--- config.mk ---
export PLATFORM = sky130hd
export DESIGN_NAME = fejkon_fc_debug_check
export DESIGN_NICKNAME = d
export VERILOG_FILES = /design/src/rtl/fejkon_fc_debug_check.sv
export SDC_FILE = /design/constraint.sdc
export NUM_CORES = 1
export LEC_CHECK = 0
export BUFFER_PORTS_ARGS = -buffer_cell sky130_fd_sc_hd__buf_2
export CORE_AREA = 2 2 239 241
export DETAILED_ROUTE_END_ITERATION = 10
export DIE_AREA = 0 0 241 243
export PLACE_DENSITY = 0.63
export SETUP_SLACK_MARGIN = 0.1
export SYNTH_ARGS = -nofsm -noshare
export SYNTH_HDL_FRONTEND = slang
export SYNTH_SLANG_ARGS = --single-unit
--- constraint.sdc ---
create_clock -name clk -period 22 [get_ports clk]
set_input_delay 6.6 -clock clk [delete_from_list [all_inputs] [get_ports clk]]
set_output_delay 6.6 -clock clk [all_outputs]
set_load 0.02 [all_outputs]
--- src/rtl/fejkon_fc_debug_check.sv ---
// Receive-side checker for FC debug test frames: forwards normal traffic through one
// register stage, verifies/strips generator test frames and keeps saturating counters.
module fejkon_fc_debug_check (
    input  logic         clk,
    input  logic         reset,
    input  logic [3:0]   st_in_channel,
    input  logic [255:0] st_in_data,
    input  logic         st_in_startofpacket,
    input  logic         st_in_endofpacket,
    input  logic [4:0]   st_in_empty,
    input  logic         st_in_valid,
    output logic         st_in_ready,
    output logic [3:0]   st_out_channel,
    output logic [255:0] st_out_data,
    output logic         st_out_startofpacket,
    output logic         st_out_endofpacket,
    output logic [4:0]   st_out_empty,
    output logic         st_out_valid,
    input  logic         st_out_ready,
    input  logic [7:0]   csr_address,
    input  logic         csr_write,
    input  logic         csr_read,
    input  logic [31:0]  csr_writedata,
    output logic [31:0]  csr_readdata
);
    localparam logic [255:0] BEAT0 = {8{32'hdeadbeef}};
    localparam logic [255:0] BEAT1 = {8{32'hbaadc0de}};

    typedef enum logic [1:0] {
        IDLE       = 2'd0,
        PKT        = 2'd1,
        TEST_B1    = 2'd2,
        TEST_DRAIN = 2'd3
    } state_t;

    state_t           state_reg;
    state_t           state_next;
    logic             strip_reg;
    logic [3:0][31:0] counts;
    logic [3:0]       inc;          // 0 good, 1 bad, 2 proto_err, 3 pkt_fwd
    logic             fwd;
    logic             test_beat;
    logic             accept;
    logic             clear;
    logic             is_b0;
    logic             is_b1;
    logic [31:0]      rdata;
    logic             unused_bits;

    assign unused_bits = ^csr_writedata[31:2];

    assign st_in_ready = ~reset & (~st_out_valid | st_out_ready);
    assign accept      = st_in_valid & st_in_ready;
    assign clear       = csr_write && (csr_address == 8'h00) && csr_writedata[1];
    assign is_b0       = st_in_startofpacket && (st_in_channel == 4'd0) && (st_in_data == BEAT0);
    assign is_b1       = !st_in_startofpacket && st_in_endofpacket && (st_in_channel == 4'd0)
                         && (st_in_empty == 5'd0) && (st_in_data == BEAT1);

    always_comb begin
        state_next = state_reg;
        inc        = '0;
        fwd        = 1'b0;
        test_beat  = 1'b0;
        if (accept) begin
            case (state_reg)
                IDLE, PKT: begin
                    // An SOP+EOP inside a packet just ends it; a bare SOP restarts framing.
                    if (st_in_startofpacket && !(state_reg == PKT && st_in_endofpacket)) begin
                        if (state_reg == PKT) inc[2] = 1'b1;
                        if (is_b0) begin
                            test_beat = 1'b1;
                            if (st_in_endofpacket) begin
                                inc[1]     = 1'b1;
                                state_next = IDLE;
                            end else begin
                                state_next = TEST_B1;
                            end
                        end else begin
                            fwd = 1'b1;
                            if (st_in_endofpacket) begin
                                inc[3]     = 1'b1;
                                state_next = IDLE;
                            end else begin
                                state_next = PKT;
                            end
                        end
                    end else if (state_reg == IDLE) begin
                        inc[2] = 1'b1;
                    end else begin
                        fwd = 1'b1;
                        if (st_in_endofpacket) begin
                            inc[3]     = 1'b1;
                            state_next = IDLE;
                        end
                    end
                end
                TEST_B1: begin
                    test_beat = 1'b1;
                    if (is_b1) begin
                        inc[0]     = 1'b1;
                        state_next = IDLE;
                    end else begin
                        inc[1]     = 1'b1;
                        state_next = st_in_endofpacket ? IDLE : TEST_DRAIN;
                    end
                end
                TEST_DRAIN: begin
                    test_beat = 1'b1;
                    if (st_in_endofpacket) state_next = IDLE;
                end
                default: state_next = IDLE;
            endcase
            if (test_beat && !strip_reg) fwd = 1'b1;
        end
    end

    genvar gi;
    generate
        for (gi = 0; gi < 4; gi++) begin : g_cnt
            logic [31:0] count_reg;
            always_ff @(posedge clk or posedge reset) begin
                if (reset) begin
                    count_reg <= '0;
                end else if (clear) begin
                    count_reg <= '0;
                end else if (inc[gi] && (count_reg != 32'hffffffff)) begin
                    count_reg <= count_reg + 32'd1;
                end
            end
            assign counts[gi] = count_reg;
        end
    endgenerate

    always_comb begin
        rdata = 32'hffffffff;
        case (csr_address)
            8'h00:   rdata = {31'd0, strip_reg};
            8'h01:   rdata = counts[0];
            8'h02:   rdata = counts[1];
            8'h03:   rdata = counts[2];
            8'h04:   rdata = counts[3];
            8'h05:   rdata = {30'd0, state_reg};
            default: rdata = 32'hffffffff;
        endcase
    end

    always_ff @(posedge clk or posedge reset) begin
        if (reset) begin
            state_reg            <= IDLE;
            strip_reg            <= 1'b1;
            st_out_channel       <= '0;
            st_out_data          <= '0;
            st_out_startofpacket <= 1'b0;
            st_out_endofpacket   <= 1'b0;
            st_out_empty         <= '0;
            st_out_valid         <= 1'b0;
            csr_readdata         <= '0;
        end else begin
            state_reg <= state_next;
            if (csr_write && (csr_address == 8'h00)) strip_reg <= csr_writedata[0];
            if (fwd) begin
                st_out_channel       <= st_in_channel;
                st_out_data          <= st_in_data;
                st_out_startofpacket <= st_in_startofpacket;
                st_out_endofpacket   <= st_in_endofpacket;
                st_out_empty         <= st_in_empty;
                st_out_valid         <= 1'b1;
            end else if (st_out_ready) begin
                st_out_valid <= 1'b0;
            end
            if (csr_read) csr_readdata <= rdata;
        end
    end
endmodule

== After elaboration in Yosys (flattened, before gate mapping) ==
Index checks and enable logic that the tools add are counted.
Word-level totals
  logic and storage cells: 111
  memory bits (read-only): 0
  register bits: 431
  input port bits: 313
  bits in writable memories: 0
  memories: 0
  output and inout port bits: 301
  bits in latches: 0
Operators by class
  reductions and logical operators: 30
  muxes and demuxes: 44
  magnitude comparators: 0
  shifts and indexed selects: 0
  divide/modulo/power cells: 0
  $mul: 0
  equal/unequal tests: 15
  add/subtract/negate cells: 4
  bitwise logic cells: 5
Operators by type and width (count)
  256-bit == test, second input constant: 2
  32-bit 2-to-1 mux: 8
  32-bit one-hot mux with 6 select lines: 1
  32-bit by 1-bit adder with 32-bit output, second input constant: 4
  32-bit inequality test, second input constant: 4
  1-bit 2-to-1 mux: 22
  2-bit 2-to-1 mux: 9
  8-bit by 2-bit == test with 1-bit output, second input constant: 2
  8-bit by 3-bit == test with 1-bit output, second input constant: 2
  1-bit logical AND: 15
  2-bit nonzero test: 5
  8-bit by 1-bit == test with 1-bit output, second input constant: 1
  8-bit zero test: 1
  2-bit one-hot mux with 3 select lines: 1
  5-bit zero test: 1
  2-bit == test, second input constant: 2
  4-bit zero test: 1
  4-bit 2-to-1 mux: 1
  1-bit one-hot mux with 2 select lines: 2
  2-bit OR reduction: 2
  1-bit zero test: 3
  3-bit inequality test, second input constant: 1
  1-bit AND: 2
  2-bit by 1-bit == test with 1-bit output, second input constant: 1
  other kinds (4): 5

== Longest topological paths before layout ==
Gate-level depths: netlist of run 1.
  depth in word-level cells: 11
  depth in mapped cells: 11
  mapped depth without buffers: 9

== Worst setup path after synthesis of run 1 ==
OpenSTA, ideal clock, no wires.
  path type: input to output
  start: in reset
  end: out st_in_ready
  setup slack: -1.048 ns
  path buffers: 0
  data arrival time: 16.448 ns
  data required time: 15.400 ns
  stages: 2
  cell sequence: inv_1 and2_1
Between the ends
  cells in the longest elaborated chain, start to end: 2
RTL lines
  from (decl): RTL line 5  | input logic reset,
  1-bit inverter: RTL line 52  | assign st_in_ready = ~reset & (~st_out_valid | st_out_ready);
  1-bit AND: RTL line 52
  to (decl): RTL line 12  | output logic st_in_ready,
Every way passes these cells.

== Final worst setup path of run 1 ==
Same ends and word-level chain as after synthesis.

==> impl_results.md, run 1 <==
* Total routed wirelength at 82800 um
* Final setup violation count at 0
* Average vias per placed instance at 5.66
* Worst slew pin tran at 1.18 ns
* Cell type contributing the most total cell area after synthesis: dfrtp_1
* Die span in x at 241 um
* Synthesis-to-finish area growth at 25.7%
* RSZ-0062 raised after global routing: false
* Sequential cell area at 0.0108 sq mm
* Post-synthesis sequential area ratio at 52.4%
* Max Buffers Root-to-Sink at 3
* Global route total overflow at 0
* Worst VDD drop at 0.0772 mV
* Total of flip-flops plus latches after synthesis at 431
* Post-synthesis cell type count at 57
* Worst r2r src: state_reg[1]$_DFFE_PP0P_
* Buffers inserted by post-CTS timing repair at 0
* Number of sinks on the clock net at 431
* Share of the clock period used by the worst path at 65.6%
* Detail Placement HPWL at 65100 um
* Floorplan Core Area at 0.0560 sq mm
* Gr usage total at 27.7%
* Post-CTS Resized at 0
* First-pass GRT wire length at 118000 um
* Required time at the endpoint of the critical path at 15.40 ns
* Critical path class: in2out
* Register clock-pin slew on the reported worst setup and hold paths at 0.05 ns
* Warnings from Yosys at 0
* Outcome: complete, no violations
* Root Buffer: clkbuf_16
* Number of cells after detailed placement at 3093
* Start point of the worst hold path: st_out_data[73]$_DFFE_PP0P_
* Hold-fix buffer count after cts at 0
* Ys flop type: dfrtp_1
* Proportion of layout cells with a drive suffix above 1 at 41.2%
* Data arrival, critical path at 7.84 ns
* Static Leak at 11.2 nW
* Height of the die at 243 um
* Final #Nets at 2706
* Later-pin clock latency in the skew report at 0.60 ns
* Clock tree skew after final layout at 0.0256 ns
* Worst Hold Margin at 0.498 ns
* Number of filler instances in the final layout at 5401
* Top achievable clock speed at 0.0693 GHz
* Synthesized netlist cell count at 1823
* Final design instance area without fill at 0.0259 sq mm
* Starting density of the core at 36.8%
* Area taken by multi-input logic gates at 0.00936 sq mm
* Register-to-register path setup slack at 17.65 ns
* Routability cong. at 0.968
* Number of flip-flops in the largest register at 256
* Headroom to the max-slew limit at 21.2%
* Count of TritonRoute iterations in the first routing pass at 6
* Worst R2R End: st_out_channel[1]$_DFFE_PP0P_
* Placed standard-cell area at 0.0243 sq mm
* Maximum number of pins on one net before global-route repair at 183
* Max-slew violation total from the final report at 0
* Kind of start point of the critical path: input port
* Fin crit period at 14.44 ns
* Number of placement rows at 87
* Number of violations reported at the end of detailed-routing iteration 0 at 1503
* Synth area leaders: dfrtp_1 (52%), mux2_2 (16%), a21oi_1 (3.2%), nor2_1 (2.6%), nand4b_1 (2.4%)
* Termination of the worst setup path: st_in_ready
* Async set or reset register ratio after synthesis at 100%
* TritonCTS clock tree: yes
* Final Hold Vio Count at 0
* CP Capture Type: output port
* Net count after synthesis at 2140
* EDFF count, synth at 0
* HP Class: reg2reg
* Accumulated negative setup slack at 0 ns
* Maximum level of the CTS H-tree at 2
* Antenna violations before repair at 23
* Die area at 0.0586 sq mm
* Num CTS Buffers at 50
* Core Util, Final at 46.2%
* Vias in the first global route at 17800
* Via count at 18100
* Biggest fanout along the worst timing path at 34
* Number of max-capacitance violations reported at 0
* Most instantiated library cell after synthesis: dfrtp_1
* Final antenna-violating net count at 0
* Routed length per instance at 25.9 um
* Power density relative to cell area at 95.3 mW/mm^2
* Critical Path Source: reset
* Top cells by count, synth: dfrtp_1 (430), mux2_2 (294), nor2_1 (141)
* Yosys top cell area share at 52.3%
* Number of cells in the finished layout apart from fillers at 3190
* Remaining routing DRC violations at 0
* Mapped Area at 0.0206 sq mm
* Port Buffer Count at 583
* Count of cells along the worst register-to-register path at 9
* Mean cell area of the mapped netlist at 11.3 sq um
* Number of ports placed on the die boundary at 614
critical path, stage by stage:
cell,delay (ns)
buf_2,0.10
clkinvlp_4,0.60
and2_1,0.38
buf_2,0.16
cell families after synthesis:
family	count (synthesis)	synth area share (%)
flops	431	52.4
compound gates	243	6.74
mux	304	16.6
fa+ha+maj	4	0.243
simple gates	672	19.3
buf+inv	114	2.27
xor+xnor	55	2.34
placed cells by master (no fill, tap or decap), drive strengths merged, types with 2 or more instances in the layout:
cell / n
buf: 606
nor3b: 3
nand4: 78
ha: 4
nor3: 17
nand3b: 2
clkinvlp: 3
o21ai: 50
xnor2: 21
or4bb: 14
xor2: 34
nor2: 141
and3: 23
nor2b: 3
nand3: 63
a211oi: 2
nand4bb: 9
and4: 14
a21o: 2
or4: 24
a21oi: 130
clkinv: 14
mux2: 296
nor4: 43
nand4b: 56
nor4b: 14
diode: 10
clkbuf: 70
nand2b: 7
a22oi: 31
and2: 19
dfrtp: 430
o211ai: 6
or3: 44
mux2i: 7
nor4bb: 6
or4b: 8
o31ai: 15
nand2: 83
inv: 22
final cells by class:
cell class | instances | area share (%)
Sequential cell | 431 | 41.7
Inverter | 22 | 0.334
Antenna cell | 10 | 0.0968
Timing Repair Buffer | 606 | 12.0
Multi-Input combinational cell | 1278 | 36.2
Clock buffer | 70 | 5.59
Clock inverter | 17 | 0.406
Tap cell | 756 | 3.66
worst min-delay path by stage:
stage	slack, ns	end	cells after the start
2_1_floorplan	0.51	g_cnt[1].count_reg[27]$_DFFE_PP0P_	2
3_3_place_gp	0.48	st_out_data[73]$_DFFE_PP0P_	1
3_5_place_dp	0.49	st_out_channel[3]$_DFFE_PP0P_	1
4_1_cts	0.50	st_out_channel[0]$_DFFE_PP0P_	1
5_1_grt	0.51	st_out_data[21]$_DFFE_PP0P_	1
6_report	0.50	st_out_data[73]$_DFFE_PP0P_	1
power by group:
group	switching (mW)	internal, mW	total, mW
clock	0.342	0.456	0.798
combinational	0.410	0.235	0.645
sequential	0.0865	0.935	1.02
routing by layer:
layer  vias to the layer above  part of all wire, %  track usage, %
met5                         -                0.086               0
met4                        12                  4.8            12.7
met3                       172                  8.3            6.32
met2                       789                   48            44.5
met1                      9137                   39            35.3
li1                       7961                    -               -
stage by stage:
step	worst slack, ns	power, mW
after floorplan	1.68	1.37
after global routing	7.38	2.55
after detailed placement	7.49	1.68
final	7.56	2.47
after global placement	7.50	1.67
after CTS	7.49	2.48
Power figures use the tool's default switching activity.
==> run 2: changes to the inputs <==
Clock period 22 ns to 12.7 ns, I/O delays scaled along.
==> impl_results.md, run 2 (same netlist as run 1, synthesis figures left out) <==
* Outcome: complete, no violations
* RSZ-0062 raised after global routing: false
* Kind of start point of the critical path: input port
* Number of max-capacitance violations reported at 0
* Max Buffers Root-to-Sink at 3
* Vias in the first global route at 18100
* Antenna violations before repair at 20
* Chain of cells forming the critical path: buf_2, clkinvlp_4, and2_1, buf_2
* Buffers inserted by post-CTS timing repair at 0
* Largest stage delay, worst path at 0.39 ns
* Starting density of the core at 36.8%
* Global route total overflow at 0
* Number of violations reported at the end of detailed-routing iteration 0 at 1474
* Number of ports placed on the die boundary at 614
* Final Hold Vio Count at 0
* Data arrival, critical path at 4.75 ns
* Max-slew violation total from the final report at 0
* CP Capture Type: output port
* Worst Hold Margin at 0.496 ns
* Height of the die at 243 um
* Total routed wirelength at 83600 um
* Worst VDD drop at 0.130 mV
* Post-CTS Resized at 0
* Overall Power at 4.50 mW
* Accumulated negative setup slack at 0 ns
* Synthesis-to-finish area growth at 27.2%
* Most common cell after layout, fill and taps aside: buf_2
* Final antenna-violating net count at 0
* Via count at 18100
* Register clock-pin slew on the reported worst setup and hold paths at 0.06 ns
* Power density relative to cell area at 172 mW/mm^2
* Later-pin clock latency in the skew report at 0.62 ns
* Worst slew pin tran at 1.19 ns
* Fin crit period at 8.56 ns
* Most frequent cells in the layout: buf_2 (583), dfrtp_1 (430), mux2_2 (294)
* CP max-delay cell: clkinvlp_4
* Floorplan Core Area at 0.0560 sq mm
* Number of cells after detailed placement at 3093
* Headroom to the max-slew limit at 20.4%
* Root Buffer: clkbuf_16
* Clock tree skew after final layout at 0.0286 ns
* Final #Nets at 2708
* Number of flip-flops in the largest register at 256
* Count of TritonRoute iterations in the first routing pass at 5
* Number of cells in the finished layout apart from fillers at 3198
* Port Buffer Count at 583
* First-pass GRT wire length at 121000 um
* Routability cong. at 0.940
* Final setup violation count at 0
* Num CTS Buffers at 52
* Static Leak at 11.3 nW
* Proportion of layout cells with a drive suffix above 1 at 41.3%
* Cell type group with the largest total delay on the critical path: buffers and inverters
* Top achievable clock speed at 0.117 GHz
* Maximum number of pins on one net before global-route repair at 152
* Share of the clock period used by the worst path at 67.4%
* Critical path class: in2out
* Maximum level of the CTS H-tree at 2
* HP Class: reg2reg
* Number of sinks on the clock net at 431
* Average vias per placed instance at 5.67
* Number of placement rows at 87
* Most frequent CP cell: buf_2
* Required time at the endpoint of the critical path at 8.89 ns
* Biggest fanout along the worst timing path at 20
* Bufs and invs on worst path at 3
* Hold-fix buffer count after cts at 0
* Number of filler instances in the final layout at 5338
* Final design instance area without fill at 0.0262 sq mm
* Routed length per instance at 26.1 um
* Detail Placement HPWL at 65700 um
* TritonCTS clock tree: yes
* Placed standard-cell area at 0.0243 sq mm
* Die area at 0.0586 sq mm
* Die span in x at 241 um
* Gr usage total at 28.2%
* Remaining routing DRC violations at 0
-- run 2: where the power goes --
part,total (mW),internal (mW),switching [mW],leakage [nW]
registers,1.77,1.62,0.148,5.21
logic,1.12,0.407,0.711,5.20
clock network,1.62,0.993,0.623,0.896
-- run 2: worst paths after layout --
path | from | to | slack, ns | depth (start not counted)
min in group asynchronous | reset | st_out_data[105]$_DFFE_PP0P_ | 3.22 | 2
hold reg to reg | st_out_data[8]$_DFFE_PP0P_ | st_out_data[8]$_DFFE_PP0P_ | 0.50 | 1
setup reg to reg | state_reg[1]$_DFFE_PP0P_ | st_out_data[124]$_DFFE_PP0P_ | 8.42 | 9
setup / recovery | reset | st_in_ready | 4.14 | 4
max in group asynchronous | reset | st_out_data[47]$_DFFE_PP0P_ | 6.41 | 5
hold / removal | st_out_data[8]$_DFFE_PP0P_ | st_out_data[8]$_DFFE_PP0P_ | 0.50 | 1
-- run 2: layout make-up --
cell class / instances / area, sq um / share of cell area, %
repair buffers: 606 / 3100 / 11.9
multi-input cells: 1278 / 9360 / 35.8
flip-flops and latches: 431 / 10800 / 41.2
well taps: 756 / 946 / 3.61
diodes: 10 / 25.0 / 0.0956
inverters: 22 / 86.3 / 0.330
clock buffers: 72 / 1470 / 5.60
clock inverters: 23 / 392 / 1.50
-- run 2: worst register-to-register path, delay by kind of cell (launching register included) --
kind | cells | cell delay, ns
DFF | 1 | 0.65
muxes | 1 | 0.50
and+or+nand+nor | 4 | 1.26
buffers and inverters | 2 | 1.34
AOI/OAI and AO/OA | 2 | 0.40
-- run 2: per-layer routing --
metal  GRT usage, %  vias up  part of all wire, %
met5              0        -                0.093
met4           11.7       12                  4.8
met3           6.41      167                  8.0
met2           46.1      784                   48
met1           35.9     9226                   39
li1               -     7939                    -
-- run 2: stage by stage --
stage          worst slack (ns)  util (%)
6_report                   4.14      46.8
3_5_place_dp               4.01      43.4
2_1_floorplan             -2.04         -
3_3_place_gp               4.11      43.4
5_1_grt                    4.05      46.7
4_1_cts                    4.10      46.7
